==> src/rtl/rocc_cmd_buffer_pkg.sv <==
// Shared types for the RoCC command buffer: issue-side operand bundle, the
// command presented to the RoCC unit, and the RoCC response word.
package rocc_cmd_buffer_pkg;

  localparam int unsigned ROCC_CMD_DEPTH     = 4;
  localparam int unsigned ROCC_TRANS_ID_BITS = 3;

  typedef struct packed {
    logic [63:0]                   operand_a;
    logic [63:0]                   operand_b;
    logic [ROCC_TRANS_ID_BITS-1:0] trans_id;
  } fu_data_t;

  typedef struct packed {
    logic [6:0]                    funct7;
    logic [4:0]                    rd;
    logic                          xd;
    logic [63:0]                   rs1;
    logic [63:0]                   rs2;
    logic [ROCC_TRANS_ID_BITS-1:0] trans_id;
  } rocc_cmd_t;

  typedef struct packed {
    logic [4:0]  rd;
    logic [63:0] data;
  } rocc_data_t;

  function automatic rocc_cmd_t build_cmd(input fu_data_t fu, input logic [6:0] funct7,
                                          input logic [4:0] rd, input logic xd);
    rocc_cmd_t cmd;
    cmd.funct7   = funct7;
    cmd.rd       = rd;
    cmd.xd       = xd;
    cmd.rs1      = fu.operand_a;
    cmd.rs2      = fu.operand_b;
    cmd.trans_id = fu.trans_id;
    return cmd;
  endfunction

endpackage

==> src/rtl/rocc_cmd_buffer_if.sv <==
// Issue, commit and RoCC-dispatch signals of the command buffer. The master
// side is the pipeline/RoCC environment, the slave side is the buffer itself.
interface rocc_cmd_buffer_if #(
  parameter int unsigned TRANS_ID_BITS = rocc_cmd_buffer_pkg::ROCC_TRANS_ID_BITS
);
  import rocc_cmd_buffer_pkg::*;

  logic                     issue_valid_i;
  logic                     issue_ready_o;
  fu_data_t                 fu_data_i;
  logic [6:0]               rocc_funct7_i;
  logic [4:0]               rocc_rd_i;
  logic                     rocc_xd_i;
  logic                     commit_i;
  logic [TRANS_ID_BITS-1:0] commit_trans_id_i;
  rocc_cmd_t                rocc_cmd_o;
  logic                     rocc_cmd_valid_o;
  logic                     rocc_cmd_ready_i;
  logic                     busy_o;
  logic                     commit_err_o;

  modport master (
    output issue_valid_i, fu_data_i, rocc_funct7_i, rocc_rd_i, rocc_xd_i,
           commit_i, commit_trans_id_i, rocc_cmd_ready_i,
    input  issue_ready_o, rocc_cmd_o, rocc_cmd_valid_o, busy_o, commit_err_o
  );

  modport slave (
    input  issue_valid_i, fu_data_i, rocc_funct7_i, rocc_rd_i, rocc_xd_i,
           commit_i, commit_trans_id_i, rocc_cmd_ready_i,
    output issue_ready_o, rocc_cmd_o, rocc_cmd_valid_o, busy_o, commit_err_o
  );

endinterface

==> src/rtl/rocc_cmd_buffer.sv <==
// In-order RoCC command queue: entries are enqueued speculatively, marked
// committed by the commit stage, and only committed entries are dispatched.
module rocc_cmd_buffer
  import rocc_cmd_buffer_pkg::*;
#(
  parameter int unsigned DEPTH         = ROCC_CMD_DEPTH,
  parameter int unsigned TRANS_ID_BITS = ROCC_TRANS_ID_BITS
) (
  input  logic              clk_i,
  input  logic              rst_i,
  input  logic              flush_i,
  rocc_cmd_buffer_if.slave  bus
);

  localparam int unsigned PTR_W = $clog2(DEPTH);
  localparam int unsigned CNT_W = PTR_W + 1;
  localparam logic [CNT_W-1:0] FULL_CNT = CNT_W'(DEPTH);
  localparam logic [CNT_W-1:0] ZERO_CNT = {CNT_W{1'b0}};

  rocc_cmd_t                mem_r [DEPTH];
  logic [PTR_W-1:0]         wptr_r, cptr_r, rptr_r;
  logic [PTR_W-1:0]         wptr_s, cptr_s, rptr_s;
  logic [CNT_W-1:0]         cnt_r, ccnt_r, cnt_s, ccnt_s;
  logic                     commit_err_r, commit_err_s;
  logic                     enq_s, deq_s, has_unc_s, commit_ok_s;
  logic [TRANS_ID_BITS-1:0] unc_tid_s;

  assign bus.issue_ready_o    = (cnt_r != FULL_CNT);
  assign bus.rocc_cmd_valid_o = (ccnt_r != ZERO_CNT);
  assign bus.rocc_cmd_o       = mem_r[rptr_r];
  assign bus.busy_o           = (cnt_r != ZERO_CNT);
  assign bus.commit_err_o     = commit_err_r;

  // Next-state for pointers and counters; flush truncates after commit/dispatch.
  always_comb begin
    enq_s        = bus.issue_valid_i && (cnt_r != FULL_CNT) && !flush_i;
    deq_s        = (ccnt_r != ZERO_CNT) && bus.rocc_cmd_ready_i;
    has_unc_s    = (cnt_r > ccnt_r);
    commit_ok_s  = bus.commit_i && has_unc_s;
    unc_tid_s    = mem_r[cptr_r].trans_id;
    commit_err_s = bus.commit_i && (!has_unc_s || (bus.commit_trans_id_i != unc_tid_s));
    cptr_s       = cptr_r + PTR_W'(commit_ok_s);
    rptr_s       = rptr_r + PTR_W'(deq_s);
    ccnt_s       = ccnt_r + CNT_W'(commit_ok_s) - CNT_W'(deq_s);
    if (flush_i) begin
      wptr_s = cptr_s;
      cnt_s  = ccnt_s;
    end else begin
      wptr_s = wptr_r + PTR_W'(enq_s);
      cnt_s  = cnt_r + CNT_W'(enq_s) - CNT_W'(deq_s);
    end
  end

  // Pointer, counter and error-pulse registers.
  always_ff @(posedge clk_i) begin
    if (rst_i) begin
      wptr_r       <= {PTR_W{1'b0}};
      cptr_r       <= {PTR_W{1'b0}};
      rptr_r       <= {PTR_W{1'b0}};
      cnt_r        <= ZERO_CNT;
      ccnt_r       <= ZERO_CNT;
      commit_err_r <= 1'b0;
    end else begin
      wptr_r       <= wptr_s;
      cptr_r       <= cptr_s;
      rptr_r       <= rptr_s;
      cnt_r        <= cnt_s;
      ccnt_r       <= ccnt_s;
      commit_err_r <= commit_err_s;
    end
  end

  // Entry storage; never reset since the counters say which slots are live.
  always_ff @(posedge clk_i) begin
    if (enq_s) begin
      mem_r[wptr_r] <= build_cmd(bus.fu_data_i, bus.rocc_funct7_i, bus.rocc_rd_i, bus.rocc_xd_i);
    end
  end

endmodule

==> src/flat_wrapper.sv <==
// flat-port wrapper written by rule: the top's interface ports become plain ports
module rocc_cmd_buffer_flat import rocc_cmd_buffer_pkg::*;
#(
  parameter int unsigned DEPTH         = ROCC_CMD_DEPTH,
  parameter int unsigned TRANS_ID_BITS = ROCC_TRANS_ID_BITS
)
  (clk_i, rst_i, flush_i, bus_issue_valid_i, bus_fu_data_i, bus_rocc_funct7_i, bus_rocc_rd_i, bus_rocc_xd_i, bus_commit_i, bus_commit_trans_id_i, bus_rocc_cmd_ready_i, bus_issue_ready_o, bus_rocc_cmd_o, bus_rocc_cmd_valid_o, bus_busy_o, bus_commit_err_o);
  rocc_cmd_buffer_if #(.TRANS_ID_BITS(TRANS_ID_BITS)) bus_i ();
  input  logic clk_i;
  input  logic rst_i;
  input  logic flush_i;
  input wire logic [$bits(bus_i.issue_valid_i)-1:0] bus_issue_valid_i;
  input wire logic [$bits(bus_i.fu_data_i)-1:0] bus_fu_data_i;
  input wire logic [$bits(bus_i.rocc_funct7_i)-1:0] bus_rocc_funct7_i;
  input wire logic [$bits(bus_i.rocc_rd_i)-1:0] bus_rocc_rd_i;
  input wire logic [$bits(bus_i.rocc_xd_i)-1:0] bus_rocc_xd_i;
  input wire logic [$bits(bus_i.commit_i)-1:0] bus_commit_i;
  input wire logic [$bits(bus_i.commit_trans_id_i)-1:0] bus_commit_trans_id_i;
  input wire logic [$bits(bus_i.rocc_cmd_ready_i)-1:0] bus_rocc_cmd_ready_i;
  output wire logic [$bits(bus_i.issue_ready_o)-1:0] bus_issue_ready_o;
  output wire logic [$bits(bus_i.rocc_cmd_o)-1:0] bus_rocc_cmd_o;
  output wire logic [$bits(bus_i.rocc_cmd_valid_o)-1:0] bus_rocc_cmd_valid_o;
  output wire logic [$bits(bus_i.busy_o)-1:0] bus_busy_o;
  output wire logic [$bits(bus_i.commit_err_o)-1:0] bus_commit_err_o;
  assign bus_i.issue_valid_i = bus_issue_valid_i;
  assign bus_i.fu_data_i = bus_fu_data_i;
  assign bus_i.rocc_funct7_i = bus_rocc_funct7_i;
  assign bus_i.rocc_rd_i = bus_rocc_rd_i;
  assign bus_i.rocc_xd_i = bus_rocc_xd_i;
  assign bus_i.commit_i = bus_commit_i;
  assign bus_i.commit_trans_id_i = bus_commit_trans_id_i;
  assign bus_i.rocc_cmd_ready_i = bus_rocc_cmd_ready_i;
  assign bus_issue_ready_o = bus_i.issue_ready_o;
  assign bus_rocc_cmd_o = bus_i.rocc_cmd_o;
  assign bus_rocc_cmd_valid_o = bus_i.rocc_cmd_valid_o;
  assign bus_busy_o = bus_i.busy_o;
  assign bus_commit_err_o = bus_i.commit_err_o;
  rocc_cmd_buffer #(.DEPTH(DEPTH), .TRANS_ID_BITS(TRANS_ID_BITS)) u_core (.clk_i(clk_i), .rst_i(rst_i), .flush_i(flush_i), .bus(bus_i));
endmodule
==> config.mk <==
export PLATFORM = sky130hd
export DESIGN_NAME = rocc_cmd_buffer_flat
export DESIGN_NICKNAME = d
export VERILOG_FILES = /design/src/rtl/rocc_cmd_buffer_pkg.sv /design/src/rtl/rocc_cmd_buffer_if.sv /design/src/rtl/rocc_cmd_buffer.sv /design/src/flat_wrapper.sv
export SDC_FILE = /design/constraint.sdc
export NUM_CORES = 1
export LEC_CHECK = 0
export CAP_MARGIN = 20
export CORE_MARGIN = 5
export CORE_UTILIZATION = 49
export DETAILED_ROUTE_END_ITERATION = 7
export PLACE_DENSITY = 0.76
export SYNTH_ARGS = -nofsm -noshare
export SYNTH_HDL_FRONTEND = slang
export SYNTH_SLANG_ARGS = --single-unit
==> constraint.sdc <==
create_clock -name clk_i -period 14 [get_ports clk_i]
set_input_delay 2.8 -clock clk_i [delete_from_list [all_inputs] [get_ports clk_i]]
set_output_delay 2.8 -clock clk_i [all_outputs]
set_load 0.01 [all_outputs]
==> impl_metrics.py, run 1 <==
metrics = {
    "outcome": {
        "status": "complete, no violations",
    },
    "floorplan": {
        "coreArea_um2": 43930,
        "die_h_um": 220.0,
        "rows": 77,
        "die_w_um": 220.0,
        "pin_count": 301,
        "die_area_um2": 48390,
        "floorplan.initialDensity_pct": 49.18,
    },
    "power_and_ir_drop": {
        "power_density_nw_per_um2": 177.5,
        "peakVddDrop_mv": 0.1410,
        "standby_leakage_power_nw": 8.569,
    },
    "setup_path": {
        "critPathMaxStageDelay_ps": 810,
        "setup_slack_of_the_most_critical_reg_to_reg_path_ps": 10240,
        "timing.critical_path.cells": "buf_4, buf_4, mux4_2, clkdlybuf4s50_1",
        "r2r_start": "u_core.cnt_r[1]",
        "crit_slowest_cell": "sky130_fd_sc_hd__buf_4",
        "worst-endpoint-arrival_ps": 4000,
        "cp_max_fo": 47,
        "required_ps": 11200,
        "timing.setup.critical_path_class": "reg -> out",
        "timing.critical_path.mode_cell": "sky130_fd_sc_hd__buf_4",
        "r2r-end": "u_core.mem_r[1][67]",
        "ff2ff_path_depth": 7,
        "critical_path.startpoint_type": "flip-flop",
        "cp-end-kind": "output port",
    },
    "route": {
        "antenna_violating_nets_post_route": 0,
        "routed-via-count": 9685,
        "wl_um": 42350,
        "detailedRoute.firstIterationViolations": 678,
        "post_drt_wl_per_cell_um": 23.29,
        "drc": 0,
        "number_of_vias_per_cell_after_detailed_routing": 5.327,
        "drt_pre_antenna_iters": 4,
    },
    "clock_tree": {
        "cts_root_buffer": "sky130_fd_sc_hd__clkbuf_16",
        "tritoncts.num_buffers": 58,
        "cts-htree-levels": 2,
        "cts_setup_buffers": 0,
        "tritoncts": "built",
        "clk_path_buf_depth": 3,
        "clk_transition_reported_paths_ps": 60,
        "resize_count_post_cts": 0,
        "tritoncts_num_sinks": 589,
        "cts.hold.buffers_added": 0,
        "worstSkewPairLatency_ps": 600,
    },
    "sta": {
        "setup_viol": 0,
        "post-route-period-util_pct": 48.59,
        "final-max-slew-violation-count": 0,
        "highest_clock_rate_ghz": 0.1470,
        "fin_tns_setup_ps": 0,
        "final_period_minus_worst_setup_slack_ps": 6803,
        "hold_viol_final": 0,
        "worst_slew_pin_slew_ps": 1090,
        "slew-limit-headroom_pct": 27.32,
        "fin_skew_ps": 14.86,
        "timing.hold.ws_ps": 571.3,
        "grt_setup_unrepaired": "false",
    },
    "worst_hold_path": {
        "hold-path-endpoint": "u_core.ccnt_r[2]",
        "worst_hold_path.num_cells": 2,
        "timing.hold.worst.class": "reg -> reg",
        "hold_path_startpoint": "u_core.ccnt_r[1]",
    },
    "grt": {
        "overflow": 0,
        "grt_max_degree": 75,
        "global_route_wire_length_before_repair_um": 63630,
        "first_global_vias": 10480,
        "grt_antenna_before_repair": 6,
        "gr-usage-all-layers_pct": 17.45,
    },
    "place": {
        "dp_hpwl_um": 25820,
        "placement.cell_area_um2": 25270,
        "globalplace.congestion": 0.7802,
        "placed_cells_incl_taps": 1709,
        "port_buffers": 300,
    },
    "synth": {
        "ys_seq_elements": 589,
        "syn-num-nets": 1001,
        "post_synth_instance_area_um2": 21600,
        "post_synth.cell_area_avg_um2": 25.84,
        "yosys.cell_types.count": 30,
        "number_of_enable_type_register_cells_in_the_synthesized_netlist": 576,
        "yosys_most_used_dff": "sky130_fd_sc_hd__edfxtp_1",
        "synth.yosys.seq_area_share_pct": 81.26,
        "synth_async_sr_flop_share_pct": 0,
        "yosys_warn_count": 0,
        "synthCells": 836,
    },
    "finish": {
        "final_nets": 1342,
        "post_route_cells_drive_above_1_share_pct": 20.59,
        "regArea_um2": 17560,
        "layout_commonest_cell": "sky130_fd_sc_hd__edfxtp_1",
        "post_layout_nonfiller_instances": 1818,
        "number_of_fillers_in_the_final_layout": 2984,
        "synthToLayoutAreaGrowth_pct": 25.96,
        "multi_input_comb_area_um2": 3809,
        "most-common-layout-cells": "sky130_fd_sc_hd__edfxtp_1 (576), sky130_fd_sc_hd__clkdlybuf4s50_1 (300), sky130_fd_sc_hd__mux4_2 (146), sky130_fd_sc_hd__clkbuf_16 (59), sky130_fd_sc_hd__buf_4 (15)",
        "layout.cell_area.non_filler_um2": 27210,
    },
    "flow_run": {
        "drv_cap": 0,
    },
}
==> critical path: cells and delay by family, from the launching register on <==
family	cells	cell delay, ps
flip-flops	1	600
buffers and inverters	3	2160
multiplexers	1	590
==> synth_stat cells, drive strengths merged, types with 2 or more instances <==
cell    instances  share of area (%)
nor2            9               0.16
nand3b          2              0.069
xnor2           6               0.24
fa              2               0.19
nand2           2              0.035
xor2            4               0.16
inv            10               0.17
buf            32                1.0
ha             10               0.58
clkbuf          2              0.035
and3            2              0.058
o22a            2              0.081
mux2i           3               0.14
nor2b           4               0.12
edfxtp        576                 80
mux4          147                 15
nand3           2              0.046
dfxtp          13                1.2
==> power breakdown <==
group	internal [W]	switching (W)
sequential	0.00208	0.0000529
combinational	0.000631	0.000503
clock	0.000935	0.000628
total	0.00365	0.00118
==> routing by layer <==
metal	up-vias	share of wire, %	GRT usage [%]
met5	-	0.080	0
met4	4	2.0	4.930
met3	63	8.3	6.017
met2	300	50	28.13
met1	5026	40	22.96
li1	4292	-	-
==> registers in the layout, summed over array words and instances, names as in the netlist <==
name and count:
u_core.rptr_r 2, u_core.cnt_r 3, u_core.bus.commit_err_o 1, u_core.ccnt_r 3, u_core.wptr_r 2, u_core.mem_r 576, u_core.cptr_r 2
==> layout make-up <==
class                      count  area share [%]
sequential                   589           64.55
multi-input combinational    203           14.00
timing repair buffer         315           11.45
clock buffer                  75           5.757
tap                          592           2.722
clock inverter                32           1.375
inverter                      10          0.1379
antenna                        2         0.01839
==> per-stage QoR <==
stage	setup slack, ps	util [%]	total power [W]
2_1_floorplan	247.5	-	0.002826
3_3_place_gp	7215	57.51	0.003310
3_5_place_dp	7189	57.51	0.003327
4_1_cts	6973	61.93	0.004901
5_1_grt	6761	61.94	0.005047
6_report	7197	61.94	0.004831
==> kinds of logic after synthesis <==
family / share of synthesized area [%]
compound gates: 0.1795
xor+xnor: 0.4054
fa+ha+maj: 0.7645
buf+inv: 1.239
flops: 81.26
mux: 15.48
simple gates: 0.6660
==> worst max-delay path by stage <==
| stage | from | depth (start not counted) | endpoint | slack (ps) |
|---|---|---|---|---|
| after CTS | u_core.rptr_r[0] | 4 | bus_rocc_cmd_o[77] | 6970 |
| after global routing | u_core.rptr_r[0] | 4 | bus_rocc_cmd_o[77] | 6760 |
| after floorplan | flush_i | 3 | u_core.mem_r[0][0] | 250 |
| final | u_core.rptr_r[0] | 4 | bus_rocc_cmd_o[84] | 7200 |
| after detailed placement | flush_i | 7 | u_core.mem_r[1][48] | 7190 |
| after global placement | flush_i | 7 | u_core.mem_r[1][71] | 7220 |
Note: power is estimated with default switching activity, not from simulation.
==> run 2: changes to the inputs <==
==> constraint.sdc (replaced) <==
create_clock -name clk_i -period 5.5 [get_ports clk_i]
set_input_delay 1.1 -clock clk_i [delete_from_list [all_inputs] [get_ports clk_i]]
set_output_delay 1.1 -clock clk_i [all_outputs]
set_load 0.01 [all_outputs]
==> run 2 against run 1 <==
Compared with the run above: setup slack worse by 5900 ps; sequential share of layout area about the same; die area unchanged; clock-buffer cell count fell by 4; utilization barely moved; critical path depth shrank 1; largest cell class unchanged; largest power group unchanged.
==> impl_metrics.py, run 2 (synthesized netlist as in run 1, its figures left out) <==
metrics = {
    "grt": {
        "grt_antenna_before_repair": 5,
        "gr-usage-all-layers_pct": 17.33,
        "grt_max_degree": 145,
        "overflow": 0,
        "global_route_wire_length_before_repair_um": 62960,
        "first_global_vias": 10310,
    },
    "power_and_ir_drop": {
        "sw_frac_of_total_pct": 24.62,
        "internal-power_w": 0.009121,
        "post-layout-total-power_w": 0.01210,
        "peakVddDrop_mv": 0.3126,
        "power_density_nw_per_um2": 444.8,
        "standby_leakage_power_nw": 8.521,
        "clock_power_share_pct": 30.9,
        "sequentialPowerShare_pct": 45.3,
        "combPwrFrac_pct": 23.8,
        "power.net_switching_w": 0.002980,
    },
    "finish": {
        "fin_util_pct": 61.92,
        "most-common-layout-cells": "sky130_fd_sc_hd__edfxtp_1 (576), sky130_fd_sc_hd__clkdlybuf4s50_1 (300), sky130_fd_sc_hd__mux4_2 (146), sky130_fd_sc_hd__clkbuf_16 (57), sky130_fd_sc_hd__clkbuf_1 (14)",
        "layout_commonest_cell": "sky130_fd_sc_hd__edfxtp_1",
        "final_nets": 1341,
        "number_of_fillers_in_the_final_layout": 2975,
        "post_layout_nonfiller_instances": 1812,
        "largest_register_ffs": 576,
        "regs_by_ff_count": "u_core.mem_r: 576 flops, u_core.ccnt_r: 3 flops, u_core.cnt_r: 3 flops",
        "post_route_cells_drive_above_1_share_pct": 19.93,
        "synthToLayoutAreaGrowth_pct": 25.92,
        "largest-register": "u_core.mem_r",
    },
    "sta": {
        "setup_viol": 0,
        "hold_viol_final": 0,
        "final_period_minus_worst_setup_slack_ps": 4161,
        "fin_skew_ps": 13.26,
        "slew-limit-headroom_pct": 36.43,
        "post-route-period-util_pct": 75.66,
        "final-max-slew-violation-count": 0,
        "timing.hold.ws_ps": 569.5,
        "highest_clock_rate_ghz": 0.2403,
        "grt_setup_unrepaired": "false",
        "worst_slew_pin_slew_ps": 953.6,
    },
    "clock_tree": {
        "resize_count_post_cts": 0,
        "tritoncts": "built",
        "worstSkewPairLatency_ps": 600,
        "cts.hold.buffers_added": 0,
        "cts_root_buffer": "sky130_fd_sc_hd__clkbuf_16",
        "tritoncts_num_sinks": 589,
        "clk_path_buf_depth": 3,
        "clk_transition_reported_paths_ps": 60,
        "cts-htree-levels": 2,
        "tritoncts.num_buffers": 57,
        "cts_setup_buffers": 0,
    },
    "route": {
        "antenna_violating_nets_post_route": 0,
        "drt_pre_antenna_iters": 4,
        "post_drt_wl_per_cell_um": 23.31,
        "number_of_vias_per_cell_after_detailed_routing": 5.375,
        "routed-via-count": 9739,
        "wl_um": 42230,
        "drc": 0,
        "detailedRoute.firstIterationViolations": 617,
    },
    "place": {
        "placed_cells_incl_taps": 1709,
        "dp_hpwl_um": 25260,
        "port_buffers": 300,
        "globalplace.congestion": 0.7516,
    },
    "floorplan": {
        "die_h_um": 220.0,
        "die_w_um": 220.0,
        "coreArea_um2": 43930,
        "die_area_um2": 48390,
        "rows": 77,
        "pin_count": 301,
        "floorplan.initialDensity_pct": 49.18,
    },
    "setup_path": {
        "r2r_start": "u_core.ccnt_r[2]",
        "worst-endpoint-arrival_ps": 3060,
        "required_ps": 4400,
        "cp-end-kind": "output port",
        "cp_max_fo": 39,
        "setup_slack_of_the_most_critical_reg_to_reg_path_ps": 2970,
        "timing.setup.critical_path_class": "reg -> out",
        "ff2ff_path_depth": 11,
        "timing.critical_path.from": "u_core.rptr_r[0]",
        "critical_path.startpoint_type": "flip-flop",
    },
    "outcome": {
        "status": "complete, no violations",
    },
    "worst_hold_path": {
        "worst_hold_path.num_cells": 2,
        "timing.hold.worst.class": "reg -> reg",
        "hold_path_startpoint": "u_core.ccnt_r[1]",
    },
    "flow_run": {
        "drv_cap": 0,
    },
}
==> run 2: cell types whose count changed in the layout (fill, tap and decap cells not counted), sizes merged <==
cell      delta
clkbuf       -4
bufinv       -2
clkinvlp     +1
diode        -1
==> run 2: stage by stage <==
step | cell area, um^2 | TNS [ps] | setup WS, ps
4_1_cts | 27200 | 0 | 1178
5_1_grt | 27200 | 0 | 1060
3_5_place_dp | 25400 | 0 | 1790
3_3_place_gp | 25400 | 0 | 1791
2_1_floorplan | 21660 | -33020 | -174.7
6_report | 27200 | 0 | 1339
==> run 2: worst paths after layout <==
| check | end |
|---|---|
| worst max-delay path | bus_rocc_cmd_o[14] |
| worst min-delay path | u_core.ccnt_r[2] |
| worst max register to register | u_core.cnt_r[2] |
| worst min register to register | u_core.ccnt_r[2] |
==> run 2: power groups by stage <==
stage | Clock [W] | Sequential [W] | Combinational (W)
6_report | 0.00373 | 0.00549 | 0.00288
2_1_floorplan | 0 | 0.00548 | 0.00166
3_5_place_dp | 0 | 0.00559 | 0.00293
3_3_place_gp | 0 | 0.00557 | 0.00292
5_1_grt | 0.00403 | 0.00553 | 0.00309
4_1_cts | 0.00384 | 0.00550 | 0.00296
==> run 2: cell type report <==
class / instances / area [um^2] / share of cell area [%]
clock inverters: 31 / 325.3 / 1.196
repair buffers: 315 / 3241 / 11.91
diodes: 1 / 2.502 / 0.009198
well taps: 592 / 740.7 / 2.723
inverters: 10 / 37.54 / 0.1380
flip-flops and latches: 589 / 17560 / 64.56
clock buffers: 71 / 1479 / 5.436
multi-input cells: 203 / 3815 / 14.02
==> run 2: layer usage <==
| layer | GRT usage (%) | part of all wire, % |
|---|---|---|
| met1 | 22.48 | 39 |
| met2 | 27.51 | 49 |
| met3 | 7.542 | 10 |
| met4 | 4.036 | 1.7 |
| met5 | 0 | 0.12 |
==> run 2: worst max-delay path, cell delays in order, from the launching register on <==
cell and delay (ps):
sky130_fd_sc_hd__dfxtp_4 880, sky130_fd_sc_hd__buf_4 450, sky130_fd_sc_hd__mux4_2 560, sky130_fd_sc_hd__clkdlybuf4s50_1 530
==> run 3: changes to the inputs <==
==> constraint.sdc (replaced) <==
create_clock -name clk_i -period 3.8 [get_ports clk_i]
set_input_delay 0.76 -clock clk_i [delete_from_list [all_inputs] [get_ports clk_i]]
set_output_delay 0.76 -clock clk_i [all_outputs]
set_load 0.01 [all_outputs]
==> run 3 against run 2 <==
Compared with the run above: hold slack got worse by 12 ps; largest cell class unchanged; critical endpoint is now bus_rocc_cmd_o[126]; die area unchanged; clock power up 48%; critical path type unchanged; global-route usage increased by 0.25 points; design area is 0.56% higher; clock-buffer cell count is 7 lower; via count rose by 0.72%; critical path depth did not move; highest routed layer unchanged; wire length increased by 0.42%; utilization increased by 0.35 points.
==> impl_metrics.py, run 3 (synthesized netlist as in run 1, its figures left out) <==
metrics = {
    "place": {
        "placed_cells_incl_taps": 1714,
        "globalplace.congestion": 0.7795,
        "port_buffers": 300,
        "dp_hpwl_um": 25850,
    },
    "outcome": {
        "status": "complete, no violations",
    },
    "sta": {
        "highest_clock_rate_ghz": 0.2936,
        "slew-limit-headroom_pct": 56.57,
        "final-max-slew-violation-count": 0,
        "final_period_minus_worst_setup_slack_ps": 3406,
        "fin_tns_setup_ps": 0,
        "grt_setup_unrepaired": "false",
        "setup_viol": 0,
        "worst_slew_pin_slew_ps": 651.4,
        "hold_viol_final": 0,
        "post-route-period-util_pct": 89.63,
        "fin_skew_ps": 21.89,
    },
    "setup_path": {
        "critical_path.startpoint_type": "flip-flop",
        "worst-endpoint-arrival_ps": 2650,
        "cp-end-kind": "output port",
        "timing.setup.critical_path_class": "reg -> out",
        "required_ps": 3040,
        "cp_max_fo": 32,
    },
    "route": {
        "detailedRoute.firstIterationViolations": 718,
        "wl_um": 42410,
        "antenna_violating_nets_post_route": 0,
        "routed-via-count": 9809,
        "post_drt_wl_per_cell_um": 23.31,
        "drt_pre_antenna_iters": 5,
        "number_of_vias_per_cell_after_detailed_routing": 5.393,
        "drc": 0,
    },
    "finish": {
        "layout_commonest_cell": "sky130_fd_sc_hd__edfxtp_1",
        "synthToLayoutAreaGrowth_pct": 26.63,
        "most-common-layout-cells": "sky130_fd_sc_hd__edfxtp_1 (576), sky130_fd_sc_hd__clkdlybuf4s50_1 (300), sky130_fd_sc_hd__mux4_2 (146), sky130_fd_sc_hd__clkbuf_16 (57), sky130_fd_sc_hd__buf_12 (17)",
        "post_layout_nonfiller_instances": 1819,
        "largest_register_ffs": 576,
        "largest-register": "u_core.mem_r",
        "final_nets": 1346,
        "regs_by_ff_count": "u_core.mem_r: 576 flops, u_core.ccnt_r: 3 flops, u_core.cnt_r: 3 flops",
        "post_route_cells_drive_above_1_share_pct": 21.04,
    },
    "grt": {
        "global_route_wire_length_before_repair_um": 64220,
        "overflow": 0,
        "gr-usage-all-layers_pct": 17.58,
        "grt_antenna_before_repair": 10,
        "first_global_vias": 10580,
        "grt_max_degree": 82,
    },
    "floorplan": {
        "pin_count": 301,
        "die_w_um": 220.0,
        "die_area_um2": 48390,
        "coreArea_um2": 43930,
        "rows": 77,
        "die_h_um": 220.0,
        "floorplan.initialDensity_pct": 49.18,
    },
    "flow_run": {
        "drv_cap": 0,
    },
    "clock_tree": {
        "cts_root_buffer": "sky130_fd_sc_hd__clkbuf_16",
        "worstSkewPairLatency_ps": 590,
        "tritoncts_num_sinks": 589,
        "cts_setup_buffers": 0,
        "clk_transition_reported_paths_ps": 60,
        "tritoncts": "built",
        "cts-htree-levels": 2,
        "resize_count_post_cts": 0,
        "tritoncts.num_buffers": 57,
        "clk_path_buf_depth": 3,
        "cts.hold.buffers_added": 0,
    },
    "power_and_ir_drop": {
        "standby_leakage_power_nw": 8.606,
        "power_density_nw_per_um2": 646.7,
        "peakVddDrop_mv": 0.4913,
    },
    "worst_hold_path": {
        "timing.hold.worst.class": "reg -> reg",
    },
}
==> run 3: cell count changes in the layout (fill, tap and decap cells not counted) <==
cell	delta
sky130_fd_sc_hd__clkinv_2	+10
sky130_fd_sc_hd__clkinv_8	-2
sky130_fd_sc_hd__clkinv_1	-1
sky130_fd_sc_hd__bufinv_16	+1
sky130_fd_sc_hd__buf_12	+7
sky130_fd_sc_hd__clkinv_4	+2
sky130_fd_sc_hd__clkinvlp_4	-1
sky130_fd_sc_hd__clkbuf_1	-7
sky130_fd_sc_hd__buf_4	-2
==> run 3: critical path, cell delays in order, from the launching register on <==
cell                              delay (ps)
sky130_fd_sc_hd__dfxtp_4                 610
sky130_fd_sc_hd__buf_12                  330
sky130_fd_sc_hd__mux4_2                  600
sky130_fd_sc_hd__clkdlybuf4s50_1         510
==> run 3: area by class of cell <==
type,count,area (um^2)
sequential,589,17560
fill,2975,16570
multi-input combinational,203,3815
timing repair buffer,320,3366
clock buffer,64,1453
tap,592,740.7
clock inverter,40,379.1
inverter,10,37.54
antenna,1,2.502
==> run 3: routing by layer <==
| layer | track usage, % | wire, um | up-vias |
|---|---|---|---|
| met4 | 5.388 | 1025 | 18 |
| met3 | 6.004 | 3774 | 83 |
| li1 | - | - | 4286 |
| met2 | 27.33 | 20440 | 336 |
| met1 | 23.93 | 17050 | 5086 |
| met5 | 0 | 123 | - |
==> run 3: worst paths after layout <==
path                    startpoint                   to  cells after the start  slack, ps
hold reg to reg   u_core.ccnt_r[1]     u_core.ccnt_r[2]                      2        560
setup reg to reg  u_core.ccnt_r[2]      u_core.cnt_r[2]                     11       1250
setup / recovery  u_core.rptr_r[0]  bus_rocc_cmd_o[126]                      3        390
hold / removal    u_core.ccnt_r[1]     u_core.ccnt_r[2]                      2        560
==> run 3: where the power goes <==
| group | internal, W | switching (W) |
|---|---|---|
| registers | 0.00766 | 0.000215 |
| logic | 0.00243 | 0.00187 |
| clock network | 0.00322 | 0.00230 |
| total | 0.0133 | 0.00439 |
==> run 3: per-stage QoR <==
| stage | total power [W] | hold slack (ps) | setup slack, ps | area, um^2 | utilization (%) |
|---|---|---|---|---|---|
| after detailed placement | 0.01238 | 555.9 | 758.4 | 25520 | 58.10 |
| after global routing | 0.01849 | 579.0 | 224.5 | 27360 | 62.27 |
| after global placement | 0.01234 | 548.6 | 758.4 | 25520 | 58.10 |
| final | 0.01769 | 557.2 | 394.2 | 27360 | 62.27 |
| after CTS | 0.01795 | 571.7 | 285.6 | 27360 | 62.27 |
| after floorplan | 0.01033 | 521.0 | -1535 | 21660 | - |
